$ cat src/rtl/brom_ctrl.sv
// Boot ROM overlay controller: serves 0x0000-0x00FF from the boot ROM while mapped,
// owns the sticky 0xFF50 unmap register and forwards everything else to the external bus.
module brom_ctrl #(
  parameter int          EXT_TIMEOUT = 16,
  parameter logic [7:0]  OPEN_BUS    = 8'hFF
) (
  input  logic        clk,
  input  logic        rst_n,
  input  logic [15:0] cpu_a,
  input  logic [7:0]  cpu_din,
  input  logic        cpu_rd,
  input  logic        cpu_wr,
  output logic [7:0]  cpu_dout,
  output logic        cpu_ready,
  output logic [7:0]  brom_a,
  input  logic [7:0]  brom_d,
  output logic [15:0] ext_a,
  output logic [7:0]  ext_dout,
  output logic        ext_rd,
  output logic        ext_wr,
  input  logic [7:0]  ext_din,
  input  logic        ext_ack,
  output logic        brom_en
);

  localparam int CNT_W = $clog2(EXT_TIMEOUT) + 1;
  localparam logic [CNT_W-1:0] CNT_LAST = CNT_W'(EXT_TIMEOUT - 1);
  localparam logic [CNT_W-1:0] CNT_MAX  = {CNT_W{1'b1}};
  localparam logic [15:0] DISABLE_REG = 16'hFF50;

  typedef enum logic [1:0] {IDLE, EXT, DONE} state_t;

  state_t          state, state_nxt;
  logic [CNT_W-1:0] cnt, cnt_nxt;
  logic [7:0]      cpu_dout_nxt, ext_dout_nxt;
  logic [15:0]     ext_a_nxt;
  logic            cpu_ready_nxt, ext_rd_nxt, ext_wr_nxt, brom_en_nxt;

  assign brom_a = cpu_a[7:0];

  always_ff @(posedge clk or negedge rst_n) begin
    if (!rst_n) begin
      state     <= IDLE;
      cnt       <= '0;
      cpu_dout  <= 8'h00;
      cpu_ready <= 1'b0;
      ext_a     <= 16'h0000;
      ext_dout  <= 8'h00;
      ext_rd    <= 1'b0;
      ext_wr    <= 1'b0;
      brom_en   <= 1'b1;
    end else begin
      state     <= state_nxt;
      cnt       <= cnt_nxt;
      cpu_dout  <= cpu_dout_nxt;
      cpu_ready <= cpu_ready_nxt;
      ext_a     <= ext_a_nxt;
      ext_dout  <= ext_dout_nxt;
      ext_rd    <= ext_rd_nxt;
      ext_wr    <= ext_wr_nxt;
      brom_en   <= brom_en_nxt;
    end
  end

  always_comb begin
    state_nxt     = state;
    cnt_nxt       = cnt;
    cpu_dout_nxt  = cpu_dout;
    cpu_ready_nxt = 1'b0;
    ext_a_nxt     = ext_a;
    ext_dout_nxt  = ext_dout;
    ext_rd_nxt    = ext_rd;
    ext_wr_nxt    = ext_wr;
    brom_en_nxt   = brom_en;
    unique case (state)
      IDLE: begin
        // A simultaneous rd+wr is resolved as a read.
        if (!cpu_ready && (cpu_rd || cpu_wr)) begin
          if (cpu_rd && brom_en && (cpu_a <= 16'h00FF)) begin
            cpu_dout_nxt  = brom_d;
            cpu_ready_nxt = 1'b1;
            state_nxt     = DONE;
          end else if (cpu_a == DISABLE_REG) begin
            if (cpu_rd)
              cpu_dout_nxt = OPEN_BUS;
            else if (cpu_din[0])
              brom_en_nxt = 1'b0;
            cpu_ready_nxt = 1'b1;
            state_nxt     = DONE;
          end else begin
            ext_a_nxt    = cpu_a;
            ext_dout_nxt = cpu_din;
            ext_rd_nxt   = cpu_rd;
            ext_wr_nxt   = !cpu_rd;
            cnt_nxt      = '0;
            state_nxt    = EXT;
          end
        end
      end
      EXT: begin
        if (ext_ack) begin
          if (ext_rd)
            cpu_dout_nxt = ext_din;
          ext_rd_nxt    = 1'b0;
          ext_wr_nxt    = 1'b0;
          cpu_ready_nxt = 1'b1;
          state_nxt     = DONE;
        end else if (cnt == CNT_LAST) begin
          if (ext_rd)
            cpu_dout_nxt = OPEN_BUS;
          ext_rd_nxt    = 1'b0;
          ext_wr_nxt    = 1'b0;
          cpu_ready_nxt = 1'b1;
          state_nxt     = DONE;
        end else if (cnt != CNT_MAX) begin
          cnt_nxt = cnt + 1'b1;
        end
      end
      DONE: state_nxt = IDLE;
      default: state_nxt = IDLE;
    endcase
  end

endmodule

$ cat config.mk
export PLATFORM = sky130hd
export DESIGN_NAME = brom_ctrl
export DESIGN_NICKNAME = d
export VERILOG_FILES = /design/src/rtl/brom_ctrl.sv
export SDC_FILE = /design/constraint.sdc
export NUM_CORES = 1
export LEC_CHECK = 0
export CORE_MARGIN = 2
export CORE_UTILIZATION = 29
export CTS_CLUSTER_DIAMETER = 100
export DETAILED_ROUTE_END_ITERATION = 7
export SLEW_MARGIN = 20
export SYNTH_ARGS = -nofsm -noshare
export SYNTH_HDL_FRONTEND = slang
export SYNTH_SLANG_ARGS = --single-unit
export TNS_END_PERCENT = 5
$ cat constraint.sdc
create_clock -name clk -period 2.4 [get_ports clk]
set_input_delay 0.72 -clock clk [delete_from_list [all_inputs] [get_ports clk]]
set_output_delay 0.72 -clock clk [all_outputs]
set_load 0.01 [all_outputs]
# Word-level counts from Yosys, hierarchy flattened
# Cells that the tools add are included.
# word_totals
elab_cells	81
out_inout_bits	44
reg_bits	43
in_bits	45
# op_classes
addsub	1
muxes	38
reduce_logical	14
magnitude_cmp	1
n_eq_ne	15
bitwise_logic	3
# op_table
operator	count
$mux W8	8
$mux W5	6
$eq A16 B16 Y1 const B	1
$le A16 B8 Y1 const B	1
$pmux W8 S2	1
$ne A3 B3 Y1 const B	5
$reduce_and A7 Y1	2
$mux W1	13
$ne A2 B2 Y1 const B	6
$mux W2	5
$pmux W5 S2	1
$pmux W1 S2	3
$reduce_and A6 Y1	1
$add A5 B1 Y5 const B	1
$eq A5 B4 Y1 const B	1
$ne A5 B5 Y1 const B	1
$reduce_and A5 Y1	1
$pmux W2 S2	1
$reduce_and A4 Y1	1
$logic_and A1 B1 Y1	3
$not A1 Y1	3
$eq A2 B1 Y1 const B	1
$logic_not A1 Y1	2
$logic_not A2 Y1	1
other kinds (3)	3

# Logic depth before layout (Yosys ltp)
# Gate-level depths: netlist of the first run.
# logic_depth
word_depth	5
depth_mapped	9
depth_no_buf	8

# Worst setup path after synthesis of the first run
# OpenSTA, ideal clock, no wires.
# synth_path
path_kind	flip-flop to flip-flop
startpoint	reg cnt[0]
endpoint	reg cnt[3]
synth_period_minus_slack_ns	2.360
required_ns	2.323
slack_ns	0.040
setup_time_ns	0.077
stages_incl_launch_ff	9
path_buffers	0
arrival_ns	2.283
path_cell_list	dfrtp_1 > ha_1 > and3_1 > ha_1 > or4b_4 > o32ai_2 > o221ai_2 > or3_1 > a21oi_1
# synth_between
elab_chain_len	5
word_cells_on_any_way	10
classes_between	add/sub (1); eq/ne (4); mux (4); reduce/logical (1)
# synth_lines
element	line_no	text
from (decl)	34	logic [CNT_W-1:0] cnt, cnt_nxt;
from (signal assigned)	54	cnt <= cnt_nxt;
$add A5 B1 Y5	116	cnt_nxt = cnt + 1'b1;
$mux W5	115	end else if (cnt != CNT_MAX) begin
$mux W5	108	end else if (cnt == CNT_LAST) begin
$mux W5	101	if (ext_ack) begin
$pmux W5 S2	75	unique case (state)
# Several ways; a longest one is shown, not always the timed one. The select of a mux whose other input is x is not followed.
# A chain may end at the register's enable or synchronous reset.

# Worst setup path after layout of the first run
# layout_path
startpoint	in cpu_a[9]
endpoint	reg cpu_dout[1]
# layout_between
elab_chain_len	5
word_cells_on_any_way	9
classes_between	order compare (1); eq/ne (3); mux (3); reduce/logical (2)
# layout_lines
element	line_no	text
from (decl)	9	input logic [15:0] cpu_a,
$le A16 B8 Y1	79	if (cpu_rd && brom_en && (cpu_a <= 16'h00FF)) begin
$logic_and A1 B1 Y1	79	
$mux W8	79	
$mux W8	78	if (!cpu_ready && (cpu_rd || cpu_wr)) begin
$pmux W8 S2	75	
to (signal assigned)	55	cpu_dout <= cpu_dout_nxt;
to (decl)	13	output logic [7:0] cpu_dout,
# Several ways; a longest one is shown, not always the timed one. The select of a mux whose other input is x is not followed.

==> results.cfg, run 1 <==
[power_and_ir_drop]
p_switching_mw = 1.11
p_clk_share_pct = 13.0
leakagePower_nw = 1.46
swShare_pct = 31.9
power_density_mw_per_mm2 = 1040
finalPower_mw = 3.48
pwr-share-comb_pct = 52.0
vdd_drop_max_uv = 474
p_int_mw = 2.37
sequentialPowerShare_pct = 35.0

[setup_path]
r2r_slack_ps = 100
critPathLaunch = cpu_a[9]
critical_path.endpoint = cpu_dout[1]
worstPathArrival_ps = 2540
cp_max_fo = 8
r2r_cells = 8
worstSetupEndpointType = register
start_kind = primary input
path_class = in -> reg
r2r-end = cnt[2]
reg2reg_from = cnt[1]
crit_required_ps = 2580

[clocking]
worstSkewPairLatency_ps = 300
cts_hold_buf = 0
clkSinkCount = 43
numCtsBuffers = 5
post_cts_buffers = 0
cts-htree-levels = 2
clkTransAtPathRegs_ps = 80
cts_tree = built
clk_path_buf_depth = 2
root_buffer = clkbuf_8

[layout]
fillers = 634
nets = 321
drive_gt1_share_pct = 30.7
fin_cells = 370
antennaDiodeCount = 0
layout_common_cells = clkdlybuf4s50_1 (74), dfrtp_1 (42), mux2_2 (26)
final_util_pct = 48.6
final_common_cell = clkdlybuf4s50_1
synthToLayoutAreaGrowth_pct = 60.3

[sta]
fin_skew_ps = 6.53
finalCritPeriodShare_pct = 98.2
fin_hold_ws_ps = 384
period_needed_ps = 2360
fmax_mhz = 424
setup_violations = 0
tightest_slew_ps = 513
slew_violations = 0
relSlewSlack_pct = 65.8
grt_setup_unrepaired = false
hold_violations = 0

[global_routing]
grt_max_degree = 24
grt_overflow = 0
grt_pass1_vias = 1635
antenna_found_initial = 0
grt.total_usage_pct = 12.9
grt_pass1_wl_um = 7850

[route]
via_per_inst = 4.56
vias = 1689
drt-total-wl_um = 5060
drc = 0
routedWlPerCell_um = 13.7
drt_pre_antenna_iters = 4
drtAntennaViolNets = 0
drt_iter0_markers = 37

[yosys]
synth_edf_count = 0
netlist.area_leader.share_pct = 50.5
yosys_warnings = 0
post_synth_num_cell_types = 39
synth_top_area_cell = dfrtp_1
yosysSeqAreaShare_pct = 51.8
synth-async-reset-ratio_pct = 100
synth.area.top_cells = dfrtp_1 (51%), mux2_2 (14%), mux2_4 (5.8%)
avgSynthCellArea_um2 = 12.3
synth_top_flop_cell = dfrtp_1
synth-seq-cells = 43
synth_cells = 169
syn-cell-area_mm2 = 0.00208
synth_fp_nets = 217

[die]
die_h_um = 88.7
initial_utilization_pct = 30.3
dieArea_mm2 = 0.00787
core_area_mm2 = 0.00687
io_pins = 89
dieWidth_um = 88.7
num_rows = 30

[placed_design]
io_buffers = 88
place_inst = 361
gp_congestion = 0.738
dp_hpwl_um = 3800

[worst_hold_path]
hold_path.class = in -> async

[flow_run]
cap_violations = 0

[run_status]
status = finished clean
## through the flow
step,setup WS (ps),TNS (ps),instance area [um^2]
final,42.8,0,3340
after global routing,0.104,0,3340
after CTS,2.39,0,3260
after detailed placement,-491,-14910,3160
after global placement,-409,-12710,3160
after floorplan,39.5,0,2080
## registers in the layout, indices dropped and copies added (netlist names)
register and flops:
ext_dout 8, state 2, cnt 5, ext_wr 1, cpu_ready 1, ext_rd 1
brom_en 1, cpu_dout 8, ext_a 16
## layer usage
| metal | vias up | part of all wire, % | global-route usage [%] |
|---|---|---|---|
| li1 | 808 | - | - |
| met1 | 812 | 46 | 17.2 |
| met2 | 62 | 43 | 19.5 |
| met3 | 7 | 9.0 | 4.94 |
| met4 | 0 | 1.1 | 3.72 |
| met5 | - | 0 | 0 |
## power by group through the flow
stage	Combinational, mW	Sequential [mW]	Clock, mW
floorplan	0.717	1.35	0
global placement	1.75	1.23	0
detailed placement	1.75	1.23	0
CTS	1.77	1.22	0.476
global route	1.94	1.27	0.499
finish	1.81	1.22	0.452
## worst min path at each step
| stage | end | slack [ps] | cells past startpoint | startpoint |
|---|---|---|---|---|
| floorplan | cnt[0] | 420 | 0 | rst_n |
| global placement | brom_en | 470 | 1 | brom_en |
| global route | ext_rd | 420 | 1 | rst_n |
| finish | ext_wr | 380 | 1 | rst_n |
| CTS | ext_a[10] | 390 | 1 | rst_n |
| detailed placement | brom_en | 470 | 1 | brom_en |
## worst max-delay path, cell delays in order
cell and delay [ps]:
clkdlybuf4s50_1 540, and4b_1 240, nand4_1 130, and2_4 180, a211o_4 410, mux2_4 320
## area by class of cell
type / count / area [um^2] / share of cell area [%]
clock buffer: 6 / 72.6 / 2.18
clock inverter: 2 / 12.5 / 0.375
inverter: 13 / 48.8 / 1.46
multi-input combinational: 98 / 916 / 27.5
sequential: 43 / 1080 / 32.3
tap: 96 / 120 / 3.60
timing repair buffer: 112 / 1090 / 32.6
## timing repair
| action | CTS | global route |
|---|---|---|
| setup endpoints to repair | 35 | 35 |
| gates resized for setup | 13 | 14 |
| hold endpoints to repair | 0 | 0 |
| cloned | 0 | 1 |
| pin swaps | 6 | 11 |
## cells in the mapped netlist (all sizes together) (2+ instances only)
| cell | number |
|---|---|
| nor4 | 2 |
| nor2 | 6 |
| nand4 | 2 |
| buf | 11 |
| or3 | 2 |
| and3 | 2 |
| nand2 | 4 |
| mux2 | 34 |
| nor3 | 9 |
| inv | 13 |
| clkbuf | 4 |
| a21oi | 3 |
| dfrtp | 42 |
| o21ai | 5 |
| a31oi | 8 |
| ha | 3 |
## cells by family (layout without fill, tap and decap cells)
logic type | Yosys count | in the layout | share of synthesized area (%)
flops | 43 | 43 | 51.8
simple gates | 37 | 37 | 11.0
mux | 35 | 35 | 20.3
buf+inv | 28 | 133 | 7.10
compound gates | 23 | 23 | 8.00
fa+ha+maj | 3 | 3 | 1.80
Note: power is estimated with default switching activity, not from simulation.
==> run 2, diff against run 1 <==
- CORE_MARGIN: 2 -> 3
==> run 2 against run 1 <==
Core utilization increased by 0.38 points. Via count decreased by 1.7%. Hold slack improved by 28 ps. Power decreased by 0.30%. Critical path depth unchanged. Non-clock buffer count increased by 3. Sequential cell count unchanged. Clock skew about the same. Sequential power about the same. Critical endpoint is now cpu_dout[2].
==> results.cfg, run 2 (synthesis gave the netlist of run 1 again) <==
[run_status]
status = finished clean

[power_and_ir_drop]
sequentialPowerShare_pct = 35.3
p_clk_share_pct = 12.2
power_density_mw_per_mm2 = 1030
leakagePower_nw = 1.50
swShare_pct = 31.8
finalPower_mw = 3.47
p_switching_mw = 1.10
p_int_mw = 2.37
vdd_drop_max_uv = 470
pwr-share-comb_pct = 52.5

[clocking]
cts_hold_buf = 0
cts_tree = built
worstSkewPairLatency_ps = 290
cts-htree-levels = 2
numCtsBuffers = 5
clkTransAtPathRegs_ps = 80
clkSinkCount = 43
clk_path_buf_depth = 2
root_buffer = clkbuf_8

[placed_design]
gp_congestion = 0.740
dp_hpwl_um = 3960
io_buffers = 88

[layout]
synthToLayoutAreaGrowth_pct = 61.6
largest_register_ffs = 16
antennaDiodeCount = 0
regArea_mm2 = 0.00108
final_util_pct = 48.9
nets = 324
final_common_cell = clkdlybuf4s50_1
top_regs = ext_a x16, cpu_dout x8, ext_dout x8
regMostFlops = ext_a
multi_input_area_um2 = 946
fillers = 657
layout_common_cells = clkdlybuf4s50_1 (68), dfrtp_1 (42), mux2_2 (26), buf_4 (26), inv_1 (13)
drive_gt1_share_pct = 31.3

[setup_path]
start_kind = primary input
cp_slowest_cell = clkdlybuf4s50_1
crit_buf_inv = 1
path_delay_family = simple AND/OR/NAND/NOR gates
reg2reg_from = cnt[0]
r2r_slack_ps = 110
r2r_cells = 8
cp_max_fo = 8
worstPathArrival_ps = 2510
crit_required_ps = 2570
cp_cell_sequence = clkdlybuf4s50_1 -> and4_1 -> nand4_1 -> and2_4 -> a211o_4 -> mux2_4
path_class = in -> reg
worstSetupEndpointType = register
cpPeakStageDelay_ps = 520
r2r-end = cnt[3]

[worst_hold_path]
hold_path.class = in -> async

[die]
initial_utilization_pct = 30.3
dieWidth_um = 90.7
dieArea_mm2 = 0.00823
core_area_mm2 = 0.00687
num_rows = 30
die_h_um = 90.7
io_pins = 89

[route]
drt_iter0_markers = 45
drt-total-wl_um = 5240
via_per_inst = 4.48
drc = 0
vias = 1661
drt_pre_antenna_iters = 4
drtAntennaViolNets = 0
routedWlPerCell_um = 14.1

[global_routing]
grt_overflow = 0
grt_pass1_vias = 1881
grt_max_degree = 25
grt.total_usage_pct = 13.4
grt_pass1_wl_um = 8980
antenna_found_initial = 0

[sta]
slew_violations = 0
fin_skew_ps = 6.08
tightest_slew_ps = 565
finalCritPeriodShare_pct = 97.4
grt_setup_unrepaired = false
period_needed_ps = 2340
fmax_mhz = 428
relSlewSlack_pct = 62.3
hold_violations = 0
setup_violations = 0

[flow_run]
cap_violations = 0
==> run 2: metal layers <==
layer / part of all wire (%) / GRT usage (%) / vias up
met3: 9.0 / 4.50 / 6
li1: - / - / 813
met1: 44 / 16.7 / 783
met4: 0.99 / 4.59 / 0
met2: 46 / 21.7 / 59
met5: 0 / 0 / -
==> run 2: per-stage QoR <==
step           setup slack (ps)  hold WS [ps]  area, um^2  setup TNS [ps]  std cells
6_report                   62.8           412        3360               0        371
5_1_grt                    4.56           451        3360               0        371
4_1_cts                    2.32           428        3260               0        369
3_5_place_dp               -502           469        3180          -15620        363
3_3_place_gp               -478           471        3180          -14860        363
2_1_floorplan              39.5           424        2080               0        169
==> run 2: final cells by class <==
cell class	instances	share of cell area [%]
clock buffers	6	2.16
well taps	96	3.57
repair buffers	115	32.6
inverters	13	1.45
multi-input cells	98	28.1
flip-flops and latches	43	32.0
==> run 2: repair_timing <==
| action | in CTS | in global routing |
|---|---|---|
| resized for setup | 16 | 20 |
| buffers inserted | 0 | 2 |
| pin swaps | 2 | 9 |
| setup endpoints to repair | 34 | 36 |
==> run 2: worst max path at each step <==
stage	from	end	slack (ps)	cells after the start
2_1_floorplan	cnt[0]	cnt[3]	40	8
3_3_place_gp	cpu_a[1]	cpu_dout[5]	-480	6
3_5_place_dp	cpu_a[1]	cpu_dout[1]	-500	6
4_1_cts	cnt[0]	cnt[3]	2	8
5_1_grt	cnt[0]	cnt[0]	5	8
6_report	cpu_a[13]	cpu_dout[2]	60	6
==> run 2: worst register-to-register path, stage by stage (launching register included) <==
cell and delay, ps:
dfrtp_1 390, ha_2 190, and3_4 180, ha_2 170, or4b_4 510, o32ai_4 160, o221ai_4 160, or3_1 340
a21oi_2 120
==> run 2: power groups by stage <==
stage,Combinational (mW),Sequential (mW),Clock [mW]
2_1_floorplan,0.717,1.35,0
3_3_place_gp,1.76,1.23,0
3_5_place_dp,1.78,1.23,0
4_1_cts,1.79,1.22,0.439
5_1_grt,1.98,1.27,0.474
6_report,1.82,1.23,0.422
